==> config.mk <==
export PLATFORM = sky130hd
export DESIGN_NAME = div_iter
export DESIGN_NICKNAME = d
export VERILOG_FILES = /design/src/rtl/div_iter.sv
export SDC_FILE = /design/constraint.sdc
export NUM_CORES = 1
export LEC_CHECK = 0
export BUFFER_PORTS_ARGS = -buffer_cell sky130_fd_sc_hd__buf_4
export CORE_ASPECT_RATIO = 1.1
export CORE_MARGIN = 2
export CORE_UTILIZATION = 45
export CTS_CLUSTER_DIAMETER = 200
export DETAILED_ROUTE_END_ITERATION = 16
export PLACE_DENSITY = 0.68
export SETUP_SLACK_MARGIN = 0.2
export SLEW_MARGIN = 0
export SYNTH_ARGS = -nofsm -noshare
export SYNTH_HDL_FRONTEND = slang
export SYNTH_SLANG_ARGS = --single-unit
==> constraint.sdc <==
create_clock -name clk -period 20.7 [get_ports clk]
set_input_delay 4.14 -clock clk [delete_from_list [all_inputs] [get_ports clk]]
set_output_delay 4.14 -clock clk [all_outputs]
set_load 0.1 [all_outputs]
==> src/rtl/div_iter.sv <==
`default_nettype none
// ============================================================================
// Module   : div_iter
// Purpose  : Iterative radix-2 restoring divider for DIV/DIVU, one quotient
//            bit per cycle; result packed as {remainder, quotient}.
// Revision : 1.0 - initial release
// ============================================================================
module div_iter #(
    parameter int WIDTH = 32
) (
    input  logic               clk,
    input  logic               rst,
    input  logic               signed_div_i,
    input  logic [WIDTH-1:0]   a,
    input  logic [WIDTH-1:0]   b,
    input  logic               start_i,
    input  logic               annul_i,
    output logic [2*WIDTH-1:0] result_o,
    output logic               ready_o
);

    localparam int c_cnt_w = (WIDTH > 1) ? $clog2(WIDTH) : 1;
    localparam logic [c_cnt_w-1:0] c_last = c_cnt_w'(WIDTH - 1);

    localparam logic [1:0] c_st_idle    = 2'd0;
    localparam logic [1:0] c_st_divzero = 2'd1;
    localparam logic [1:0] c_st_busy    = 2'd2;
    localparam logic [1:0] c_st_done    = 2'd3;

    logic [1:0]         r_state;
    logic [1:0]         w_state_next;
    logic [c_cnt_w-1:0] r_cnt;
    logic [WIDTH-1:0]   r_quo;     // dividend bits shift out, quotient bits shift in
    logic [WIDTH-1:0]   r_rem;
    logic [WIDTH-1:0]   r_dvs;
    logic [WIDTH-1:0]   r_a_raw;
    logic               r_neg_q;
    logic               r_neg_r;
    logic [2*WIDTH-1:0] r_result;

    logic [WIDTH-1:0]   w_abs_a;
    logic [WIDTH-1:0]   w_abs_b;
    logic [WIDTH:0]     w_shift;
    logic [WIDTH:0]     w_diff;
    logic               w_qbit;
    logic [WIDTH-1:0]   w_rem_next;
    logic [WIDTH-1:0]   w_quo_next;
    logic [WIDTH-1:0]   w_rem_fix;
    logic [WIDTH-1:0]   w_quo_fix;
    logic               w_accept;

    assign w_accept = start_i & ~annul_i;
    assign w_abs_a  = (signed_div_i & a[WIDTH-1]) ? (~a + 1'b1) : a;
    assign w_abs_b  = (signed_div_i & b[WIDTH-1]) ? (~b + 1'b1) : b;

    // Trial subtraction one bit wider than the operands so the MSB is the borrow.
    assign w_shift    = {r_rem, r_quo[WIDTH-1]};
    assign w_diff     = w_shift - {1'b0, r_dvs};
    assign w_qbit     = ~w_diff[WIDTH];
    assign w_rem_next = w_qbit ? w_diff[WIDTH-1:0] : w_shift[WIDTH-1:0];
    assign w_quo_next = {r_quo[WIDTH-2:0], w_qbit};
    assign w_quo_fix  = r_neg_q ? (~w_quo_next + 1'b1) : w_quo_next;
    assign w_rem_fix  = r_neg_r ? (~w_rem_next + 1'b1) : w_rem_next;

    always_ff @(posedge clk or posedge rst) begin
        if (rst) begin
            r_state <= c_st_idle;
        end else begin
            r_state <= w_state_next;
        end
    end

    always_comb begin
        w_state_next = r_state;
        case (r_state)
            c_st_idle: begin
                if (w_accept) begin
                    w_state_next = (b == '0) ? c_st_divzero : c_st_busy;
                end
            end
            c_st_divzero: w_state_next = annul_i ? c_st_idle : c_st_done;
            c_st_busy: begin
                if (annul_i) begin
                    w_state_next = c_st_idle;
                end else if (r_cnt == c_last) begin
                    w_state_next = c_st_done;
                end
            end
            c_st_done: w_state_next = c_st_idle;
            default:   w_state_next = c_st_idle;
        endcase
    end

    always_ff @(posedge clk or posedge rst) begin
        if (rst) begin
            r_cnt    <= '0;
            r_quo    <= '0;
            r_rem    <= '0;
            r_dvs    <= '0;
            r_a_raw  <= '0;
            r_neg_q  <= 1'b0;
            r_neg_r  <= 1'b0;
            r_result <= '0;
        end else begin
            case (r_state)
                c_st_idle: begin
                    if (w_accept) begin
                        r_cnt   <= '0;
                        r_quo   <= w_abs_a;
                        r_dvs   <= w_abs_b;
                        r_rem   <= '0;
                        r_a_raw <= a;
                        r_neg_q <= signed_div_i & (a[WIDTH-1] ^ b[WIDTH-1]);
                        r_neg_r <= signed_div_i & a[WIDTH-1];
                    end
                end
                c_st_divzero: begin
                    if (!annul_i) begin
                        r_result <= {r_a_raw, {WIDTH{1'b1}}};
                    end
                end
                c_st_busy: begin
                    if (!annul_i) begin
                        r_rem <= w_rem_next;
                        r_quo <= w_quo_next;
                        r_cnt <= r_cnt + c_cnt_w'(1);
                        if (r_cnt == c_last) begin
                            r_result <= {w_rem_fix, w_quo_fix};
                        end
                    end
                end
                default: ;
            endcase
        end
    end

    assign result_o = r_result;
    assign ready_o  = (r_state == c_st_done);

endmodule
`default_nettype wire

==> impl_metrics.csv <==
group,metric,value,unit
cells_and_area,fin_nets,1806,
critical_path,crit_fanout,5,
cells_and_area,regArea,0.00503,mm²
power_and_ir_drop,p_clk_share,15.1,%
cells_and_area,area_growth,14.7,%
critical_path,endpoint_kind,"register",
yosys,synth-seq-cells,201,
power_and_ir_drop,powerDensity,176,mW/mm²
cts,cts_sinks,201,
sta,setup_viol,0,
route,antenna_left,0,
power_and_ir_drop,p_int,1.31,mW
sta,clock.fmax,0.148,GHz
power_and_ir_drop,ir_drop,0.107,mV
placement,placed_area,0.0148,mm²
critical_path,cp.required,21.10,ns
route,vias_per_cell,5.64,
cts,hold_buffers,0,
critical_path,cp_slowest_stage_delay,0.60,ns
power_and_ir_drop,leakage,6.64,nW
route,wire_per_inst,16.9,µm
sta,min_period,6.76,ns
cells_and_area,multiInputGateArea,0.00802,mm²
global_route,antenna_found_initial,0,
sta,period_share,32.7,%
global_route,grt_usage,22.2,%
cts,clkLatencyLatePin,0.53,ns
worst_hold_path,hold_path_class,"reg2reg",
route,drtIter0Drc,836,
critical_path,worst_path_max_delay_cell,"or4_1",
route,first_pass_iters,5,
yosys,yosys_warnings,0,
route,vias,11800,
run_status,status,"finished clean",
placement,gp_congestion,0.905,
cells_and_area,drive_above_1_share,14.9,%
cts,cts_root_buf,"clkbuf_16",
placement,port_buffers,133,
global_route,overflow,0,
yosys,ys.flop_type,"dfrtp_1",
yosys,ys_seq_area_share,37.0,%
sta,finalHoldViolations,0,
die,core,0.0296,mm²
route,route.detailed.drc,0,
sta,setup_tns,0,ns
sta,skew,0.0182,ns
critical_path,start_kind,"input pin",
cts,cts_buffers,24,
global_route,grt_pass1_wl,57.5,mm
power_and_ir_drop,power_switching,1.43,mW
yosys,syn_nets,1725,
run,max_cap_viol_count,0,
power_and_ir_drop,switching_share,52.4,%
cells_and_area,stdcell_area,0.0156,mm²
die,die_area,0.0316,mm²
cts,cts_tree,"yes",
die,initial_core_util,45.8,%
die,die_w,170,µm
sta,slew_violations,0,
yosys,syn_inst,1612,
cts,path_clk_slew,0.06,ns
cts,cts.repair.resized,0,
die,num_rows,66,
yosys,syn_area,0.0136,mm²
cts,ctsLongestPathBuffers,3,
critical_path,r2r_slack,14.15,ns
yosys,postSynthAreaPerCell,8.43,µm²
die,die_height,186,µm
sta,whs,0.475,ns
critical_path,worst-setup-path-type,"in2reg",
yosys,synthArstFlopShare,100,%
power_and_ir_drop,p_comb_share,59.2,%
sta,rsz0062_at_grt,"false",
critical_path,crit_arrival,7.16,ns
yosys,synth_edf_count,0,
placement,hpwl,26.1,mm
cells_and_area,n_antenna_cell,0,
yosys,synth.distinct_cells,87,
cells_and_area,final_core_util,52.6,%
cells_and_area,n_fill_cell,2816,
route,routed_wl,35.3,mm
critical_path,crit_chain,"buf_4, or4_1, nor4_1, nand2b_1, or4_1, nor4_1, nand2b_1, nor4_2, nand2_1, a22oi_1, a21oi_1",
sta,slew_headroom,21.0,%
power_and_ir_drop,p_seq_share,25.7,%
die,pin_count,134,
global_route,grt_pass1_vias,11300,
cts,ctsHtreeMaxLevel,1,
sta,tightest_slew,1.18,ns
global_route,grt_max_degree,117,
cts,postCtsSetupRepairBufs,0,
placed cells by master (no fill, tap or decap), drive strengths merged, types with 10 or more instances in the layout:
cell,Yosys,layout
o41ai,14,14
buf,18,143
dfrtp,201,201
and2,11,11
mux2,29,29
a21oi,155,155
o31ai,27,27
xor2,83,83
nor4,15,15
nor2,133,133
nor3,32,32
xnor2,54,54
nand2b,18,18
nand2,211,211
o211ai,11,11
nor3b,15,15
or3,21,21
o22ai,30,30
clkbuf,70,32
o21ai,174,174
inv,55,55
o21a,12,12
mux2i,41,41
a31oi,10,10
ha,43,43
nand3,20,20
cell type report:
cell class	instances	share of cell area, %
sequential	201	32.3
tap	374	3.00
clock buffer	32	4.44
clock inverter	10	0.554
multi-input combinational	1267	51.4
timing repair buffer	143	6.89
inverter	56	1.40
per-layer routing:
| metal | share of wire, % | routed length (µm) | track usage [%] | vias up |
|---|---|---|---|---|
| met1 | 46 | 16300 | 29.5 | 5502 |
| met5 | 0 | 0 | 0 | - |
| met4 | 2.0 | 695 | 5.71 | 0 |
| met2 | 47 | 16600 | 38.8 | 303 |
| met3 | 4.7 | 1660 | 2.58 | 42 |
| li1 | - | - | - | 5908 |
power by group through the flow:
stage | registers [mW] | logic (mW) | clock network (mW)
after global placement | 0.701 | 1.58 | 0
after global routing | 0.725 | 1.77 | 0.439
after floorplan | 1.01 | 0.937 | 0
final | 0.703 | 1.62 | 0.415
after CTS | 0.702 | 1.62 | 0.423
after detailed placement | 0.707 | 1.61 | 0
critical path: cells and delay by family:
family | cells | cell delay, ns
AO/OA/AOI/OAI | 2 | 0.31
buffers and inverters | 1 | 0.13
AND/OR/NAND/NOR | 8 | 2.60
sequential cells by signal, indices dropped and copies added (netlist names):
signal and flops:
r_neg_r 1, result_o 64, r_neg_q 1, r_rem 32
r_a_raw 32, r_state 2, r_dvs 32, r_cnt 5
r_quo 32
kinds of logic (layout without fill, tap and decap cells):
group | Yosys count | after routing | synth area share (%)
AO/OA/AOI/OAI | 495 | 495 | 22.3
buffers and inverters | 144 | 241 | 4.18
multiplexers | 70 | 70 | 5.42
adder cells (fa/ha/maj) | 44 | 44 | 4.11
AND/OR/NAND/NOR | 521 | 521 | 18.2
XOR/XNOR | 137 | 137 | 8.83
flip-flops | 201 | 201 | 37.0
path summary, 6_finish.rpt:
path,from,end,cells after the start
setup reg to reg,r_quo[31]$_DFFE_PP0P_,result_o[60]$_DFFE_PP0P_,22
hold / removal,r_dvs[24]$_DFFE_PP0P_,r_dvs[24]$_DFFE_PP0P_,2
max in group asynchronous,rst,r_rem[3]$_DFFE_PP0P_,3
setup / recovery,b[11],r_state[1]$_DFFE_PP0P_,11
hold reg to reg,r_dvs[24]$_DFFE_PP0P_,r_dvs[24]$_DFFE_PP0P_,2
min in group asynchronous,rst,r_quo[5]$_DFFE_PP0P_,2
Yosys cell counts (23+ instances only):
master    number  area (µm²)
mux2i_1       41         410
ha_1          43         538
xor2_1        83         727
o22ai_1       30         188
nor3_1        32         160
o21ai_0      162         811
o31ai_1       23         173
xnor2_1       54         473
dfrtp_1      201        5030
a21oi_1      152         761
nor2_1       132         495
nand2_1      209         785
mux2_2        29         327
inv_1         54         203
clkbuf_1      70         263
per-stage QoR:
step / setup WS (ns) / total power [mW] / instances
after floorplan: 11.08 / 1.94 / 1612
after global placement: 13.50 / 2.28 / 2041
after detailed placement: 13.43 / 2.32 / 2041
after CTS: 13.97 / 2.74 / 2083
after global routing: 13.60 / 2.94 / 2083
final: 13.94 / 2.74 / 2083
Note: power is estimated with default switching activity, not from simulation.
